===== config.mk =====
export PLATFORM = sky130hd
export DESIGN_NAME = rgb_sequencer_flat
export DESIGN_NICKNAME = d
export VERILOG_FILES = /design/src/rtl/rgb_pkg.sv /design/src/rtl/rgb_sequencer_if.sv /design/src/rtl/rgb_sequencer_pwm_gen.sv /design/src/rtl/rgb_sequencer.sv /design/src/flat_wrapper.sv
export SDC_FILE = /design/constraint.sdc
export NUM_CORES = 1
export LEC_CHECK = 0
export CORE_UTILIZATION = 60
export CTS_CLUSTER_SIZE = 16
export DETAILED_ROUTE_END_ITERATION = 12
export MAX_ROUTING_LAYER = met4
export PLACE_DENSITY_LB_ADDON = 0.25
export SKIP_LAST_GASP = 1
export SYNTH_ARGS = -nofsm -noshare
export SYNTH_HDL_FRONTEND = slang
export SYNTH_SLANG_ARGS = --single-unit

===== constraint.sdc =====
create_clock -name clk -period 4.7 [get_ports clk]
set_clock_uncertainty 0.1 [all_clocks]
set_input_delay 0.47 -clock clk [delete_from_list [all_inputs] [get_ports clk]]
set_output_delay 0.47 -clock clk [all_outputs]
set_load 0.02 [all_outputs]

===== src/rtl/rgb_pkg.sv =====
// Shared types and helpers for the RGB LED sequencer.
package rgb_pkg;

  typedef enum logic [1:0] {
    RED   = 2'd0,
    GREEN = 2'd1,
    BLUE  = 2'd2,
    WHITE = 2'd3
  } color_t;

  localparam int NUM_COLORS = 4;

  // Channel mask per colour: bit0=red, bit1=green, bit2=blue.
  function automatic logic [2:0] color_mask(input color_t c);
    logic [2:0] m;
    case (c)
      RED:     m = 3'b001;
      GREEN:   m = 3'b010;
      BLUE:    m = 3'b100;
      WHITE:   m = 3'b111;
      default: m = 3'b000;
    endcase
    return m;
  endfunction

  // Next colour in the wrap-around sequence RED->GREEN->BLUE->WHITE->RED.
  function automatic color_t next_color(input color_t c);
    color_t n;
    case (c)
      RED:     n = GREEN;
      GREEN:   n = BLUE;
      BLUE:    n = WHITE;
      WHITE:   n = RED;
      default: n = RED;
    endcase
    return n;
  endfunction

endpackage


===== src/rtl/rgb_sequencer_if.sv =====
// Bus between the button edge detectors / brightness source and the LED sequencer.
interface rgb_sequencer_if #(
  parameter int PWM_BITS = 8
);
  logic                  step;
  logic                  mode;
  logic [PWM_BITS-1:0]   duty;
  logic [2:0]            rgb;
  rgb_pkg::color_t       color;
  logic                  auto_on;

  // Upstream side: issues pulses and brightness, observes LED state.
  modport master (
    output step, mode, duty,
    input  rgb, color, auto_on
  );

  // Sequencer side.
  modport slave (
    input  step, mode, duty,
    output rgb, color, auto_on
  );
endinterface


===== src/rtl/rgb_sequencer_pwm_gen.sv =====
// Free-running PWM generator; duty is only taken at the period wrap so a
// brightness change never cuts a period short.
module pwm_gen #(
  parameter int PWM_BITS = 8
) (
  input  logic                clk,
  input  logic                rst,
  input  logic [PWM_BITS-1:0] i_duty,
  output logic                o_pwm_on
);

  localparam logic [PWM_BITS-1:0] CNT_LAST = {PWM_BITS{1'b1}};

  logic [PWM_BITS-1:0] r_pwm_cnt;
  logic [PWM_BITS-1:0] r_duty_q;

  // Period counter and wrap-synchronous duty capture.
  always_ff @(posedge clk or negedge rst) begin
    if (!rst) begin
      r_pwm_cnt <= '0;
      r_duty_q  <= '0;
    end else begin
      r_pwm_cnt <= r_pwm_cnt + PWM_BITS'(1);
      if (r_pwm_cnt == CNT_LAST) begin
        r_duty_q <= i_duty;
      end else begin
        r_duty_q <= r_duty_q;
      end
    end
  end

  // Strict less-than: duty of all ones is 2^N-1 on-cycles, never full on.
  assign o_pwm_on = (r_pwm_cnt < r_duty_q);

endmodule


===== src/rtl/rgb_sequencer.sv =====
// RGB LED controller: colour FSM advanced by manual step or auto timer,
// globally dimmed by a single PWM gate, registered LED drive.
module rgb_sequencer
  import rgb_pkg::*;
#(
  parameter int AUTO_PERIOD = 12_000_000,
  parameter int PWM_BITS    = 8
) (
  input  logic             clk,
  input  logic             rst,
  rgb_sequencer_if.slave   bus
);

  localparam int                 TIMER_W    = (AUTO_PERIOD > 2) ? $clog2(AUTO_PERIOD) : 1;
  localparam logic [TIMER_W-1:0] TIMER_LAST = TIMER_W'(AUTO_PERIOD - 1);

  color_t             r_color;
  logic               r_auto_on;
  logic [TIMER_W-1:0] r_timer;
  logic [2:0]         r_rgb;

  logic w_expire;
  logic w_advance;
  logic w_timer_clr;
  logic w_pwm_on;

  // A step and a timer expiry in the same cycle merge into one advance.
  assign w_expire    = r_auto_on && (r_timer == TIMER_LAST);
  assign w_advance   = bus.step || w_expire;
  assign w_timer_clr = bus.mode || w_advance || !r_auto_on;

  pwm_gen #(
    .PWM_BITS (PWM_BITS)
  ) u_pwm (
    .clk      (clk),
    .rst      (rst),
    .i_duty   (bus.duty),
    .o_pwm_on (w_pwm_on)
  );

  // Colour FSM, mode flag, auto-advance timer and registered LED drive.
  always_ff @(posedge clk or negedge rst) begin
    if (!rst) begin
      r_color   <= RED;
      r_auto_on <= 1'b0;
      r_timer   <= '0;
      r_rgb     <= 3'b000;
    end else begin
      if (w_advance) begin
        r_color <= next_color(r_color);
      end else begin
        r_color <= r_color;
      end

      if (bus.mode) begin
        r_auto_on <= ~r_auto_on;
      end else begin
        r_auto_on <= r_auto_on;
      end

      if (w_timer_clr) begin
        r_timer <= '0;
      end else begin
        r_timer <= r_timer + TIMER_W'(1);
      end

      // One PWM gate for all channels keeps the mixed colours skew-free.
      r_rgb <= color_mask(r_color) & {3{w_pwm_on}};
    end
  end

  assign bus.color   = r_color;
  assign bus.auto_on = r_auto_on;
  assign bus.rgb     = r_rgb;

endmodule


===== src/flat_wrapper.sv =====
// flat-port wrapper written by rule: the top's interface ports become plain ports
module rgb_sequencer_flat import rgb_pkg::*;
#(
  parameter int AUTO_PERIOD = 12_000_000,
  parameter int PWM_BITS    = 8
)
  (clk, rst, bus_step, bus_mode, bus_duty, bus_rgb, bus_color, bus_auto_on);
  rgb_sequencer_if #(.PWM_BITS(PWM_BITS)) bus_i ();
  input  logic clk;
  input  logic rst;
  input wire logic [$bits(bus_i.step)-1:0] bus_step;
  input wire logic [$bits(bus_i.mode)-1:0] bus_mode;
  input wire logic [$bits(bus_i.duty)-1:0] bus_duty;
  output wire logic [$bits(bus_i.rgb)-1:0] bus_rgb;
  output wire logic [$bits(bus_i.color)-1:0] bus_color;
  output wire logic [$bits(bus_i.auto_on)-1:0] bus_auto_on;
  assign bus_i.step = bus_step;
  assign bus_i.mode = bus_mode;
  assign bus_i.duty = bus_duty;
  assign bus_rgb = bus_i.rgb;
  assign bus_color = bus_i.color;
  assign bus_auto_on = bus_i.auto_on;
  rgb_sequencer #(.AUTO_PERIOD(AUTO_PERIOD), .PWM_BITS(PWM_BITS)) u_core (.clk(clk), .rst(rst), .bus(bus_i));
endmodule

### Yosys cells after proc, flatten, opt, wreduce, memory -nomap -nowiden

Index checks and enable logic that the tools add are counted.

| word-level totals | value |
|---|---|
| word-level logic and storage cells | 25 |
| input port bits | 12 |
| output and inout port bits | 6 |
| flip-flop bits (word level) | 46 |

| cells by class | value |
|---|---|
| reductions and logical operators | 6 |
| $add $sub $neg | 2 |
| order comparisons | 1 |
| equality and inequality tests | 5 |
| muxes and demuxes | 3 |
| bitwise operators | 2 |

Operators by type and width:

| kind | count |
|---|---|
| $add A24 B1 Y24 const B | 1 |
| $eq A24 B24 Y1 const B | 1 |
| $mux W24 | 1 |
| $pmux W3 S4 | 1 |
| $add A8 B1 Y8 const B | 1 |
| $eq A8 B8 Y1 const B | 1 |
| $lt A8 B8 Y1 | 1 |
| $pmux W2 S4 | 1 |
| $eq A2 B2 Y1 const B | 2 |
| $and A3 B3 Y3 | 1 |
| $logic_or A1 B1 Y1 | 3 |
| $eq A2 B1 Y1 const B | 1 |
| $logic_not A2 Y1 | 1 |
| $logic_and A1 B1 Y1 | 1 |
| $logic_not A1 Y1 | 1 |
| $not A1 Y1 | 1 |

### Logic depth before layout (Yosys ltp)

| depth | value |
|---|---|
| depth after elaboration | 6 |
| gate-level depth with buffers | 7 |
| gate-level depth less buffers | 6 |

### By module

From an unflattened synthesis, not the netlist that was laid out.

| second synthesis, totals | value |
|---|---|
| cells, all modules | 229 |
| area, all modules | 2,442.3 sq um |

Modules (own cells, without submodules):

| module | area each (sq um) | seq. area each (sq um) | times used | cells each |
|---|---|---|---|---|
| rgb_sequencer | 1,594.0 | 750.7 | 1 | 161 |
| pwm_gen | 848.3 | 400.4 | 1 | 68 |

### Worst setup path before layout

No wires, ideal clock.

| path | value |
|---|---|
| path kind | register to register |
| start | register u_core.r_timer[0] |
| end | register u_core.r_color[1], in the netlist u_core.bus.color[1] |
| library setup time | 125 ps |
| arrival time | 1,571 ps |
| path slack | 2,904 ps |
| clock period less this slack | 1,796 ps |
| stages on the path, launching flop included | 7 |
| path buffers | 1 |
| data required time | 4,475 ps |
| cells stage by stage | dfrtp_1 > ha_1 > and4_1 > clkbuf_2 > nand4_1 > o21bai_1 > mux2_2 |

| on the way | value |
|---|---|
| longest elaborated chain between the ends | 3 |

RTL lines:

| item | line | RTL |
|---|---|---|
| start: declaration | rgb_sequencer.sv:19 | `logic [TIMER_W-1:0] r_timer;` |
| start signal: assignment | rgb_sequencer.sv:64 | `r_timer <= r_timer + TIMER_W'(1);` |
| $eq A24 B24 Y1 | rgb_sequencer.sv:28 | `assign w_expire = r_auto_on && (r_timer == TIMER_LAST);` |
| $logic_and A1 B1 Y1 | rgb_sequencer.sv:28 |  |
| $logic_or A1 B1 Y1 | rgb_sequencer.sv:29 | `assign w_advance = bus.step \|\| w_expire;` |
| end signal: assignment | rgb_sequencer.sv:50 | `r_color <= next_color(r_color);` |
| end signal: assignment | rgb_sequencer.sv:52 | `r_color <= r_color;` |
| end: declaration | rgb_sequencer.sv:17 | `color_t r_color;` |

No other way between the ends.
A chain may end at the register's enable or synchronous reset.

### Final worst setup path

| path | value |
|---|---|
| start | register u_core.r_timer[0] |
| end | register u_core.r_timer[20] |

| on the way | value |
|---|---|
| longest elaborated chain between the ends | 6 |

RTL lines:

| item | line | RTL |
|---|---|---|
| branches (longest 5 deep; another with $add A24 B1 Y24) | - |  |
| $mux W24 * | rgb_sequencer.sv:61 | `if (w_timer_clr) begin` |

Mark *: on every way between the ends.

==> results_dict.tcl <==
set metrics [dict create \
    vdd.ir_drop.worst_uv 215 \
    status "complete, no violations" \
    grt_max_degree 47 \
    port_buffers 17 \
    cp.required_ns 4.81 \
    power.total_w 0.000920 \
    async_flop_share_pct 100 \
    via_count 1682 \
    multiInputGateArea_um2 1130 \
    ys_ff_latch 46 \
    yosysSeqAreaShare_pct 48.4 \
    min_period_over_period_pct 48.2 \
    num_io_pins 18 \
    via_per_inst 5.76 \
    max-cap-violations 0 \
    synthesis.nets 250 \
    hpwlAfterDp_um 2920 \
    synth_ff_type "dfrtp_1" \
    cts-root-buf "clkbuf_8" \
    layout_commonest_cell "dfrtp_1" \
    first_pass_iters 4 \
    finalNetCount 268 \
    synth.avg_cell_area_um2 10.6 \
    fmax_ghz 0.442 \
    antenna_found_initial 0 \
    layout_min_cycle_time_ns 2.26 \
    hold_violations 0 \
    postCtsHoldBufs 0 \
    overflow 0 \
    drive_gt1_share_pct 11.5 \
    die_y_um 65.0 \
    register_area_um2 1150 \
    cts_tree "done" \
    dpl-instance-area_um2 2550 \
    clk_pin_slew_worst_paths_ns 0.09 \
    post_cts_buffers 0 \
    initial_core_util_pct 63.5 \
    cts_sinks 46 \
    fillers 288 \
    diodes 0 \
    ys_warn_count 0 \
    cts_buffer_depth 2 \
    arrival_ns 2.37 \
    synth.distinct_cells 45 \
    reg2reg_depth 5 \
    setup.worst_path.class "flip-flop to flip-flop" \
    final_max_slew_viol_count 0 \
    detail-route-antenna-nets 0 \
    final_area_um2 2700 \
    synth_edf_count 0 \
    p_per_area_nw_per_um2 341 \
    first_global_vias 1617 \
    fp.dieArea_um2 4220 \
    rsz0062_at_grt "false" \
    tightest_slew_ns 0.983 \
    clkLatencyLatePin_ns 0.31 \
    worstPathMaxFanout 19 \
    leakage_nw 1.15 \
    cp-start-kind "flip-flop" \
    reg2reg_slack_ns 2.44 \
    rows 22 \
    reg2reg_to "u_core.r_timer[20]" \
    mostFrequentLayoutCells "46 x dfrtp_1, 21 x nor2_1, 16 x clkdlybuf4s50_1" \
    wl_per_cell_um 14.3 \
    finalSetupTns_ns 0 \
    syn_inst 225 \
    cts_buffers 5 \
    die_w_um 65.0 \
    syn_area_um2 2380 \
    area_delta_synth_final_pct 13.3 \
    wirelength_um 4190 \
    crit_path_end_kind "flip-flop" \
    hp-class "input port to async pin" \
    htreeDepth 2 \
    drtIter0Drc 129 \
    grt_use_total_pct 23.6 \
    setup_viol 0 \
    r2r-start "u_core.r_timer[0]" \
    whs_ns 0.217 \
    drc_errors 0 \
    place_congestion 0.812 \
    core_um2 3740 \
    slew_headroom_pct 34.5 \
    ctsResizeCount 0 \
    grt_pass1_wl_um 7240 \
]
==> worst max-delay path by stage <==
stage	to	depth (start not counted)	slack, ns	from
3_3_place_gp	u_core.r_timer[20]	5	2.53	u_core.r_timer[0]
6_report	u_core.r_timer[20]	5	2.44	u_core.r_timer[0]
4_1_cts	u_core.r_timer[20]	5	2.42	u_core.r_timer[0]
5_1_grt	u_core.r_timer[20]	5	2.26	u_core.r_timer[0]
3_5_place_dp	u_core.r_timer[20]	5	2.43	u_core.r_timer[0]
2_1_floorplan	u_core.bus.color[1]	6	2.90	u_core.r_timer[0]
==> per-layer routing <==
metal	track usage (%)	wire length, um
met5	-	0
met4	9.17	66
met3	6.34	206
met2	36.7	1920
met1	29.2	1990
==> report_power, final <==
group          total (W)  switching, W  internal (W)
logic           0.000128     0.0000699     0.0000579
registers       0.000429     0.0000182      0.000411
clock network   0.000363      0.000136      0.000227
==> critical path: stages (launching register included) <==
cell and delay, ns:
dfrtp_1 0.38, ha_1 0.20, and4_1 0.32, nand4_1 0.22, o21ai_2 0.70, o21ba_2 0.25
==> cell usage after synthesis (all sizes together) (6+ instances only) <==
master | count | share of area, %
o21ai | 10 | 2.3
xor2 | 12 | 4.4
mux2 | 9 | 4.3
a21oi | 12 | 2.7
inv | 13 | 2.1
or3 | 6 | 1.6
nand3 | 13 | 2.7
ha | 13 | 6.8
nand4 | 9 | 3.0
dfrtp | 46 | 48
nand2 | 12 | 1.9
nor2 | 22 | 3.6
==> per-stage QoR <==
stage | cells | worst slack (ns) | utilization, %
floorplan | 225 | 2.90 | -
global placement | 284 | 2.53 | 68.2
detailed placement | 284 | 2.43 | 68.2
CTS | 292 | 2.42 | 72.0
global route | 292 | 2.26 | 72.0
finish | 292 | 2.44 | 72.0
==> kinds of logic after synthesis <==
kind of cell	after synthesis	share of synthesized area [%]
AO/OA/AOI/OAI	34	9.05
XOR/XNOR	17	6.26
adder cells (fa/ha/maj)	13	6.84
buffers and inverters	19	4.21
flip-flops	46	48.4
multiplexers	10	4.68
AND/OR/NAND/NOR	86	20.6
==> sequential cells by signal (all words and copies together), names as in the netlist <==
register	count
u_core.bus.auto_on	1
u_core.bus.rgb	3
u_core.u_pwm.r_pwm_cnt	8
u_core.u_pwm.r_duty_q	8
u_core.r_timer	24
u_core.bus.color	2
==> layout make-up <==
class | instances | area share (%)
Multi-Input combinational cell | 160 | 41.8
Tap cell | 48 | 2.23
Clock buffer | 6 | 3.06
Sequential cell | 46 | 42.7
Inverter | 13 | 1.81
Timing Repair Buffer | 17 | 6.13
Clock inverter | 2 | 2.23
No activity file was read; power rests on OpenSTA's default activity.
